==> config.mk <==
export PLATFORM = sky130hd
export DESIGN_NAME = uart_rx_os
export DESIGN_NICKNAME = d
export VERILOG_FILES = /design/src/rtl/uart_rx_os.sv
export SDC_FILE = /design/constraint.sdc
export NUM_CORES = 1
export LEC_CHECK = 0
export ABC_AREA = 1
export CELL_PAD_IN_SITES_DETAIL_PLACEMENT = 1
export CELL_PAD_IN_SITES_GLOBAL_PLACEMENT = 1
export CORE_ASPECT_RATIO = 2
export CORE_MARGIN = 5
export CORE_UTILIZATION = 47
export CTS_BUF_LIST = sky130_fd_sc_hd__clkbuf_8
export CTS_CLUSTER_SIZE = 25
export DETAILED_ROUTE_END_ITERATION = 16
export PLACE_DENSITY = 0.95
export SLEW_MARGIN = 30
export SYNTH_ARGS = -nofsm -noshare
export SYNTH_HDL_FRONTEND = slang
export SYNTH_SLANG_ARGS = --single-unit
export TNS_END_PERCENT = 20
==> constraint.sdc <==
create_clock -name clk -period 7.1 [get_ports clk]
set_input_delay 1.775 -clock clk [delete_from_list [all_inputs] [get_ports clk]]
set_output_delay 1.775 -clock clk [all_outputs]
set_load 0.005 [all_outputs]
==> src/rtl/uart_rx_os.sv <==
// rtl/uart_rx_os.sv - oversampling UART receiver with valid/ready word output and error flags
// Optional UART_RX_OS_MAJORITY_EN: each bit decided by a 2-of-3 vote around the bit centre.
module uart_rx_os #(
    parameter int DATA_W_MAX = 9,
    parameter int OVERSAMPLE = 16,
    parameter int DIV_W      = 16
) (
    input  logic                  clk,
    input  logic                  rst,
    input  logic                  rx,
    input  logic [DIV_W-1:0]      baud_div,
    input  logic [3:0]            data_bits,
    input  logic                  parity_en,
    input  logic [1:0]            parity_mode,
    input  logic                  stop_bits,
    output logic [DATA_W_MAX-1:0] data_o,
    output logic                  valid_o,
    input  logic                  ready_i,
    output logic                  parity_err_o,
    output logic                  frame_err_o,
    output logic                  break_o,
    output logic                  overrun_o,
    output logic                  busy_o
);

    localparam int PH_W = $clog2(OVERSAMPLE);
    localparam logic [PH_W-1:0] PH_LAST = PH_W'(OVERSAMPLE - 1);
`ifdef UART_RX_OS_MAJORITY_EN
    localparam logic [PH_W-1:0] PH_V0   = PH_W'(OVERSAMPLE / 2 - 2);
    localparam logic [PH_W-1:0] PH_V1   = PH_W'(OVERSAMPLE / 2 - 1);
    localparam logic [PH_W-1:0] PH_SAMP = PH_W'(OVERSAMPLE / 2);
`else
    localparam logic [PH_W-1:0] PH_SAMP = PH_W'(OVERSAMPLE / 2 - 1);
`endif

    typedef enum logic [2:0] {
        S_IDLE, S_START, S_DATA, S_PARITY, S_STOP1, S_STOP2, S_WAIT_HIGH
    } state_t;

    state_t                  state;
    logic                    rx_s1, rx_s2, rx_prev;
    logic [1:0]              sync_fill;
    logic [DIV_W-1:0]        tick_cnt, div_q;
    logic [PH_W-1:0]         phase;
    logic [3:0]              bit_cnt, nbits_q;
    logic                    par_en_q, stop2_q;
    logic [1:0]              par_mode_q;
    logic [DATA_W_MAX-1:0]   shreg;
    logic                    any_one, perr, ferr;
    logic                    fall, tick, samp, bit_end, bit_val;
    logic                    done, brk_n, ferr_n, exp_par;

`ifdef UART_RX_OS_MAJORITY_EN
    logic v0, v1;
    assign bit_val = (v0 & v1) | (v0 & rx_s2) | (v1 & rx_s2);
`else
    assign bit_val = rx_s2;
`endif

    // rx_prev stays 0 until the synchroniser holds a real sample, so a line
    // that is already low after reset must go high before it can start a frame.
    assign fall    = rx_prev & ~rx_s2;
    assign tick    = (state != S_IDLE) && (tick_cnt == '0);
    assign samp    = tick && (phase == PH_SAMP);
    assign bit_end = tick && (phase == PH_LAST);
    assign exp_par = par_mode_q[0] ^ (par_mode_q[1] & (^shreg));
    assign done    = samp && ((state == S_STOP1 && !stop2_q) || state == S_STOP2);
    assign brk_n   = !any_one && !bit_val;
    assign ferr_n  = ferr | !bit_val;
    assign busy_o  = (state != S_IDLE);

    always_ff @(posedge clk or posedge rst) begin
        if (rst) begin
            rx_s1        <= 1'b1;
            rx_s2        <= 1'b1;
            rx_prev      <= 1'b0;
            sync_fill    <= '0;
            state        <= S_IDLE;
            tick_cnt     <= '0;
            div_q        <= '0;
            phase        <= '0;
            bit_cnt      <= '0;
            nbits_q      <= 4'd8;
            par_en_q     <= 1'b0;
            par_mode_q   <= '0;
            stop2_q      <= 1'b0;
            shreg        <= '0;
            any_one      <= 1'b0;
            perr         <= 1'b0;
            ferr         <= 1'b0;
`ifdef UART_RX_OS_MAJORITY_EN
            v0           <= 1'b1;
            v1           <= 1'b1;
`endif
            data_o       <= '0;
            valid_o      <= 1'b0;
            parity_err_o <= 1'b0;
            frame_err_o  <= 1'b0;
            break_o      <= 1'b0;
            overrun_o    <= 1'b0;
        end else begin
            rx_s1     <= rx;
            rx_s2     <= rx_s1;
            if (sync_fill != 2'd2)
                sync_fill <= sync_fill + 2'd1;
            rx_prev   <= (sync_fill == 2'd2) ? rx_s2 : 1'b0;
            overrun_o <= 1'b0;
            if (valid_o && ready_i)
                valid_o <= 1'b0;

            if (state == S_IDLE)
                tick_cnt <= baud_div;
            else if (tick)
                tick_cnt <= div_q;
            else
                tick_cnt <= tick_cnt - DIV_W'(1);

            if (tick)
                phase <= (phase == PH_LAST) ? '0 : phase + PH_W'(1);
`ifdef UART_RX_OS_MAJORITY_EN
            if (tick && phase == PH_V0)
                v0 <= rx_s2;
            if (tick && phase == PH_V1)
                v1 <= rx_s2;
`endif

            case (state)
                S_IDLE: if (fall) begin
                    state      <= S_START;
                    div_q      <= baud_div;
                    tick_cnt   <= baud_div;
                    phase      <= '0;
                    bit_cnt    <= '0;
                    nbits_q    <= data_bits;
                    par_en_q   <= parity_en;
                    par_mode_q <= parity_mode;
                    stop2_q    <= stop_bits;
                    shreg      <= '0;
                    any_one    <= 1'b0;
                    perr       <= 1'b0;
                    ferr       <= 1'b0;
                end
                S_START: begin
                    if (samp && bit_val)
                        state <= S_IDLE;
                    else if (bit_end)
                        state <= S_DATA;
                end
                S_DATA: begin
                    if (samp) begin
                        shreg <= shreg | (DATA_W_MAX'(bit_val) << bit_cnt);
                        if (bit_val)
                            any_one <= 1'b1;
                    end
                    if (bit_end) begin
                        if (bit_cnt == nbits_q - 4'd1)
                            state <= par_en_q ? S_PARITY : S_STOP1;
                        else
                            bit_cnt <= bit_cnt + 4'd1;
                    end
                end
                S_PARITY: begin
                    if (samp) begin
                        perr <= (bit_val != exp_par);
                        if (bit_val)
                            any_one <= 1'b1;
                    end
                    if (bit_end)
                        state <= S_STOP1;
                end
                S_STOP1: begin
                    if (samp) begin
                        ferr <= ferr_n;
                        if (bit_val)
                            any_one <= 1'b1;
                    end
                    if (bit_end)
                        state <= S_STOP2;
                end
                S_STOP2:     ;
                S_WAIT_HIGH: if (rx_s2) state <= S_IDLE;
                default:     state <= S_IDLE;
            endcase

            // Finish at the last stop-bit centre so the next start edge is not missed.
            if (done) begin
                state <= brk_n ? S_WAIT_HIGH : S_IDLE;
                if (!valid_o || ready_i) begin
                    data_o       <= brk_n ? '0 : shreg;
                    parity_err_o <= perr & !brk_n;
                    frame_err_o  <= ferr_n;
                    break_o      <= brk_n;
                    valid_o      <= 1'b1;
                end else begin
                    overrun_o <= 1'b1;
                end
            end
        end
    end

endmodule

======== After elaboration in Yosys (flattened, before gate mapping) ========
Index checks and enable logic that the tools add are counted.
word-level totals
  register bits ........................... 82
  output and inout bits ................... 15
  word-level logic and storage cells ...... 138
  input port bits ......................... 28
cells by class
  reductions and logical operators ........ 32
  multiplexer cells ....................... 42
  bitwise operators ....................... 7
  equal/unequal tests ..................... 28
  shift-type cells ........................ 1
  add/sub/neg operators ................... 5
operators with widths
  kind                                                 count
  2-to-1 mux 16 bit                                    4
  2-to-1 mux 3 bit                                     11
  2-to-1 mux 4 bit                                     7
  2-to-1 mux 9 bit                                     3
  one-hot mux 3 bit (7 select lines)                   1
  inequality test 3 bit (second input constant)        6
  one-hot mux 9 bit (2 select lines)                   1
  logical NOT 16 bit                                   1
  inequality test 2 bit (second input constant)        8
  subtractor 16 x 1 -> 16 bit (second input constant)  1
  2-to-1 mux 1 bit                                     11
  == test 3 bit (second input constant)                3
  OR 9 bit                                             1
  AND reduction 3 bit                                  3
  parity 9 bit                                         1
  left shift 1 x 4 -> 9 bit                            1
  adder 4 x 1 -> 4 bit (second input constant)         2
  logical AND 1 bit                                    8
  one-hot mux 4 bit (2 select lines)                   1
  AND reduction 4 bit                                  2
  AND reduction 8 bit                                  1
  nonzero test 2 bit                                   4
  == test 3 x 2 -> 1 bit (second input constant)       2
  one-hot mux 1 bit (2 select lines)                   3
  other kinds (20)                                     29

======== Longest topological paths before layout ========
Gate-level depths: netlist (run 1).
  depth after elaboration ................. 7
  mapped depth ............................ 15
  gate-level depth less buffers ........... 15

======== Worst setup path before layout (run 1) ========
No wires, ideal clock.
  kind .................................... reg2out
  start point ............................. register state[1]
  end point ............................... output port busy_o
  arrival time ............................ 0.848 ns
  path slack .............................. 4.477 ns
  buffers on the path ..................... 2
  stages on the path, launching flop included .. 5
  data required time ...................... 5.325 ns
  path through ............................ dfrtp_1 > buf_4 > nor2_4 > nand2_4 > clkbuf_1
between the ends
  word-level cells in the longest chain between the ends .. 1
RTL lines
  element                 line  text
  from (decl)             40    state_t state;
  from (signal assigned)  157   state <= par_en_q ? S_PARITY : S_STOP1;
  from (signal assigned)  187   state <= brk_n ? S_WAIT_HIGH : S_IDLE;
  nonzero test 3 bit      70    assign busy_o = (state != S_IDLE);
  to (decl)               23    output logic busy_o
No other way between the ends.

======== Worst setup path after layout (run 1) ========
Same ends and word-level chain as after synthesis.

==> results of run 1 <==
-- per-stage QoR --
step | setup slack (ps) | power (uW)
global route | 3520 | 1850
floorplan | 3220 | 1160
global placement | 3960 | 1290
finish | 3570 | 1720
detailed placement | 3930 | 1360
CTS | 3560 | 1730
-- cells in the final DEF, fill, tap and decap left out, drive strengths merged --
| master | instances |
|---|---|
| nand4 | 3 |
| o31ai | 3 |
| xnor2 | 10 |
| o211ai | 6 |
| buf | 2 |
| xor2 | 14 |
| nor3 | 7 |
| clkdlybuf4s50 | 42 |
| a22oi | 1 |
| o21ai | 59 |
| nor4 | 3 |
| o221ai | 1 |
| ha | 6 |
| inv | 49 |
| nor2 | 54 |
| or2 | 1 |
| bufinv | 1 |
| nand3 | 26 |
| clkinv | 6 |
| and3b | 1 |
| clkbuf | 11 |
| dfstp | 3 |
| a41oi | 1 |
| a21oi | 19 |
| clkinvlp | 1 |
| nand2 | 169 |
| dfrtp | 79 |
-- worst max-delay path, delay by kind of cell, from the launching register on --
family                 cells  cell delay (ps)
buffers and inverters      1              560
flip-flops                 1              540
AND/OR/NAND/NOR            2              280
-- state kept, by name (all words and copies together), names as in the netlist, 2 cells and up --
| signal | count |
|---|---|
| bit_cnt | 4 |
| data_o | 9 |
| div_q | 16 |
| nbits_q | 4 |
| par_mode_q | 2 |
| phase | 4 |
| shreg | 9 |
| state | 3 |
| sync_fill | 2 |
| tick_cnt | 16 |
-- final timing paths --
path,from,end,slack (ps),depth (start not counted)
min,rx_s1,bit_val,360,0
max in group asynchronous,rst,state[2],4660,3
min in group asynchronous,rst,div_q[14],1910,3
max,state[1],busy_o,3570,3
min reg2reg,rx_s1,bit_val,360,0
max reg2reg,tick_cnt[0],data_o[0],4650,12
-- routing by layer --
metal | GRT usage (%) | routed length (um) | vias to the layer above
met2 | 45.2 | 6910 | 110
met1 | 20.0 | 3860 | 1910
li1 | - | - | 1788
met3 | 3.12 | 518 | 48
met4 | 17.6 | 722 | 0
met5 | 0 | 0 | -
-- layout make-up --
cell class	count	area (um^2)
Fill cell	1116	4030
Tap cell	102	128
Clock buffer	11	151
Inverter	52	201
Sequential cell	82	2060
Clock inverter	5	52.6
Timing Repair Buffer	44	439
Multi-Input combinational cell	384	1890
-- logic make-up after synthesis --
family | synth area share, %
simple gates | 26.1
compound gates | 11.6
flops | 48.3
buf+inv | 7.26
xor+xnor | 4.94
fa+ha+maj | 1.76
-- cell usage after synthesis (6+ instances only) --
master | count | area, um^2
nand3_1 | 24 | 120
xor2_1 | 14 | 123
o21ai_1 | 13 | 65.1
dfrtp_1 | 79 | 1980
o21ai_0 | 45 | 225
buf_2 | 6 | 30.0
ha_1 | 6 | 75.1
nor3_1 | 7 | 35.0
nand2_1 | 164 | 616
nor2_1 | 51 | 191
o211ai_1 | 6 | 45.0
xnor2_1 | 10 | 87.6
clkbuf_1 | 10 | 37.5
inv_1 | 47 | 176
a21oi_1 | 17 | 85.1
-- where the power goes --
part | leakage (uW) | internal (uW) | switching [uW] | total (uW)
logic | 0.00121 | 218 | 427 | 646
clock network | 0.000105 | 180 | 179 | 358
registers | 0.00105 | 600 | 116 | 716
total | 0.00236 | 999 | 722 | 1720
==> run metrics, run 1 <==
outcome=finished, final reports clean; vias in the first global route=4274; Final Setup Violations=0; I/O Pins=43; die area=11200 um^2; remaining global-route overflow=0; clk sink count=82; crit path DAT=1750 ps; Die Width=roughly 77 um; post-synthesis sequential area ratio=48.3%; CP Launch Type=flip-flop; Final Cell Area=4920 um^2; worst path required time=5330 ps; Total Routing Usage GR=between 20 and 25%; P_leak=roughly 0.0024 uW; DR DRC count=0; Post-synth top flop=dfrtp_1; DP Wirelength=roughly 8.6 mm; die height=145 um; diodes inserted=0; Worst-path clk slew=80 ps; final clock skew=9.31 ps; Initial Util=47.5%; crit path max fanout=18; largest net degree at the start of global routing=83; Final Wtd Congestion=0.879; root buf cell=clkbuf_8; crit end category=primary output; Post-synth ARST share=100%; slowest cell delay on critical path=560 ps; Final Hold Fails=0; pwr/cell area=350 nW/um^2; hold crit path type=reg -> reg; crit path kind=reg -> out; Final Cycle Share=49.7%; worst-margin pin slew=767 ps; Avg WL per Cell=17.7 um; Synth Cell Area=4250 um^2; Area growth syn-to-layout=15.6%; IO buf count=42; FMAX=283 MHz; Syn. warnings=0; Worst-Skew Late Latency=380 ps; antenna violations before repair=0; hold_buf cts=0; Max Cap Viol=0; fin crit period=3530 ps; Slew HR=48.9%; non-filler cells, final=about 700; post-CTS setup buffers=0; count of state elements after synthesis=82; Avg Cell Area, Syn=7.91 um^2; layout cells sized above 1=7.27%; core area=approximately 9000 um^2; Pins Over Slew Limit=0; Crit-path slowest cell=clkdlybuf4s50_1; total CTS buffers=9; Synth cell types=36; Via Count=3856; Inst Count DP=between 600 and 700; final WL=12.0 mm; DRT Pass-1 Iters=4; DP Area=4720 um^2; First DRT Iteration DRCs=between 200 and 250; Post-CTS Resized=0; first-pass GRT wire length=19.8 mm; syn_nets=572; Nets=607; cell breakdown of the critical path=nor2_4 -> nand2_4 -> clkdlybuf4s50_1; Placement Rows=49; WHS=365 ps; EDFF count, synth=0; VDD IR-drop max=276 uV; Setup TNS=0 ps; unrepaired setup endpoints after global routing=false; post-route ant nets=0; final core utilization=55.0%; post-DR vias/cell=approximately 5.7; H-tree levels=3; Mapped Cells=538; CTS max path bufs=2; CTS tree=yes
No activity file was read; power rests on OpenSTA's default activity.
==> run 2, diff against run 1 <==
- CORE_UTILIZATION: 47 -> 44
- PLACE_DENSITY: 0.95 -> 0.92
- clock period: 7.1 -> 3.4 ns (I/O delays scaled with it)
==> run 2 against run 1 <==
Against the previous run: sequential share of layout area fell by 0.49 points; via count fell by 0.21%; combinational power rose by 110%.
==> run metrics, run 2 (synthesis gave the netlist of run 1 again) <==
Clk pwr share=21.0% (was 20.8%); I/O Pins=43 (unchanged); Post-CTS Resized=0 (unchanged); unrepaired setup endpoints after global routing=false (unchanged); largest net degree at the start of global routing=41 (was 83); crit path max fanout=18 (unchanged); worst path required time=2550 ps (was 5330 ps); Final Setup Violations=0 (unchanged); Avg WL per Cell=16.8 um (was 17.7 um); Final Wtd Congestion=0.897 (was 0.879); Setup TNS=0 ps (unchanged); Final Cycle Share=75.9%; sequential share of power=41.8% (was 41.6%); DRT Pass-1 Iters=4 (unchanged); outcome=finished, final reports clean (unchanged); die height=149 um (was 145 um); H-tree levels=3 (unchanged); hold crit path type=reg -> reg (unchanged); slowest cell delay on critical path=550 ps (was 560 ps); VDD IR-drop max=386 uV (was 276 uV); Reg2Reg Setup Slack=960 ps (was 4650 ps); Total Routing Usage GR=21.3% (was 22.9%); core area=9450 um^2 (was 8950 um^2); final clock skew=7.63 ps (was 9.31 ps); most common cell after layout, fill and taps aside=nand2_1 (unchanged); Worst-Skew Late Latency=370 ps (was 380 ps); Crit-path slowest cell=clkdlybuf4s50_1 (unchanged); root buf cell=clkbuf_8 (unchanged); Worst-path clk slew=80 ps (about the same); final worst slack=820 ps (was 3570 ps); first-pass GRT wire length=19.5 mm (was 19.8 mm); commonest cells after routing, fill and taps aside=164 x nand2_1, 79 x dfrtp_1, 50 x nor2_1, 47 x inv_1, 45 x o21ai_0 (was 164 x nand2_1, 79 x dfrtp_1, 50 x nor2_1, 45 x inv_1, 45 x o21ai_0); CTS max path bufs=2 (unchanged); Placement Rows=50 (was 49); crit path DAT=1730 ps (was 1750 ps); fill count=1155 (was 1116); antenna violations before repair=0 (unchanged); crit path kind=reg -> out (unchanged); Nets=609 (was 607); post-route ant nets=0 (unchanged); Comb power frac=37.2% (was 37.5%); Max Cap Viol=0 (unchanged); Area growth syn-to-layout=17.0% (was 15.6%); worst-margin pin slew=608 ps (was 767 ps); crit end category=primary output (unchanged); cell breakdown of the critical path=nor2_4 -> nand2_4 -> clkdlybuf4s50_1 (unchanged); switching power=1480 uW (was 722 uW); remaining global-route overflow=0 (unchanged); layout cells sized above 1=7.08% (was 7.27%); CTS tree=yes (unchanged); FMAX=388 MHz; final WL=11.9 mm (was 12.0 mm); die area=11900 um^2 (was 11200 um^2); Final Hold Fails=0 (unchanged); IO buf count=42 (unchanged); pre-CTS WS=998 ps (was 3930 ps); post-DR vias/cell=5.43 (was 5.67); diodes inserted=0 (unchanged); Via Count=3848 (was 3856); total CTS buffers=9 (unchanged); WHS=365 ps (about the same); DP Wirelength=8.89 mm (was 8.57 mm); CP Launch Type=flip-flop (unchanged); post-CTS setup buffers=0 (unchanged); Pins Over Slew Limit=0 (unchanged); Slew HR=59.4% (was 48.9%); fin crit period=2580 ps; Die Width=79.5 um (was 77.3 um); hold_buf cts=0 (unchanged); switching share of power=41.3% (was 42.0%); vias in the first global route=4336 (was 4274); pwr/cell area=721 nW/um^2 (was 350 nW/um^2); P_leak=0.00238 uW (was 0.00236 uW); First DRT Iteration DRCs=161 (was 207); Pwr Total=3590 uW (was 1720 uW); largest registers=div_q x16, tick_cnt x16 (unchanged); Internal=2110 uW (was 999 uW); Initial Util=45.0% (was 47.5%); clk sink count=82 (unchanged); DR DRC count=0 (unchanged)
-- run 2: cell count changes in the layout (fill, tap and decap cells not counted), sizes merged --
cell / previous run / this run
buf: 2 / 4
clkinv: 6 / 4
clkbuf: 11 / 12
clkinvlp: 1 / 0
inv: 49 / 50
-- run 2: routing by layer --
layer / up-vias / track usage (%) / wire [um]
met5: - / 0 / 0
met4: 0 / 15.7 / 684
met3: 52 / 4.53 / 448
met2: 105 / 40.6 / 6790
met1: 1894 / 18.6 / 4020
li1: 1797 / - / -
-- run 2: final cells by class --
class	instances	area, um^2	share of cell area, %
tap	130	163	3.27
multi-input combinational	384	1890	38.0
clock buffer	12	165	3.32
timing repair buffer	46	463	9.30
clock inverter	3	38.8	0.779
inverter	52	201	4.05
sequential	82	2060	41.3
-- run 2: path summary, 6_finish.rpt --
path / start / cells past startpoint / to
worst max-delay path: state[1] / 3 / busy_o
worst min-delay path: rx_s1 / 0 / bit_val
worst max register to register: tick_cnt[4] / 9 / data_o[0]
worst min register to register: rx_s1 / 0 / bit_val
max in group asynchronous: rst / 3 / shreg[4]
min in group asynchronous: rst / 2 / bit_cnt[3]
-- run 2: stage by stage --
step / std cells / util [%] / instance area [um^2]
after floorplan: 538 / - / 4250
final: 709 / 52.7 / 4980
after global routing: 709 / 52.7 / 4980
after detailed placement: 694 / 50.5 / 4770
after global placement: 694 / 50.5 / 4770
after CTS: 709 / 52.7 / 4980
-- run 2: worst max-delay path: cells and delay by family, from the launching register on --
kind | cells | cell delay [ps]
buffers and inverters | 1 | 550
DFF | 1 | 540
and+or+nand+nor | 2 | 270
-- run 2: power groups by stage --
stage | Combinational [uW] | Clock [uW] | Sequential, uW
finish | 1330 | 754 | 1500
global route | 1500 | 809 | 1530
detailed placement | 1320 | 0 | 1510
floorplan | 994 | 0 | 1420
CTS | 1350 | 763 | 1490
global placement | 1220 | 0 | 1490
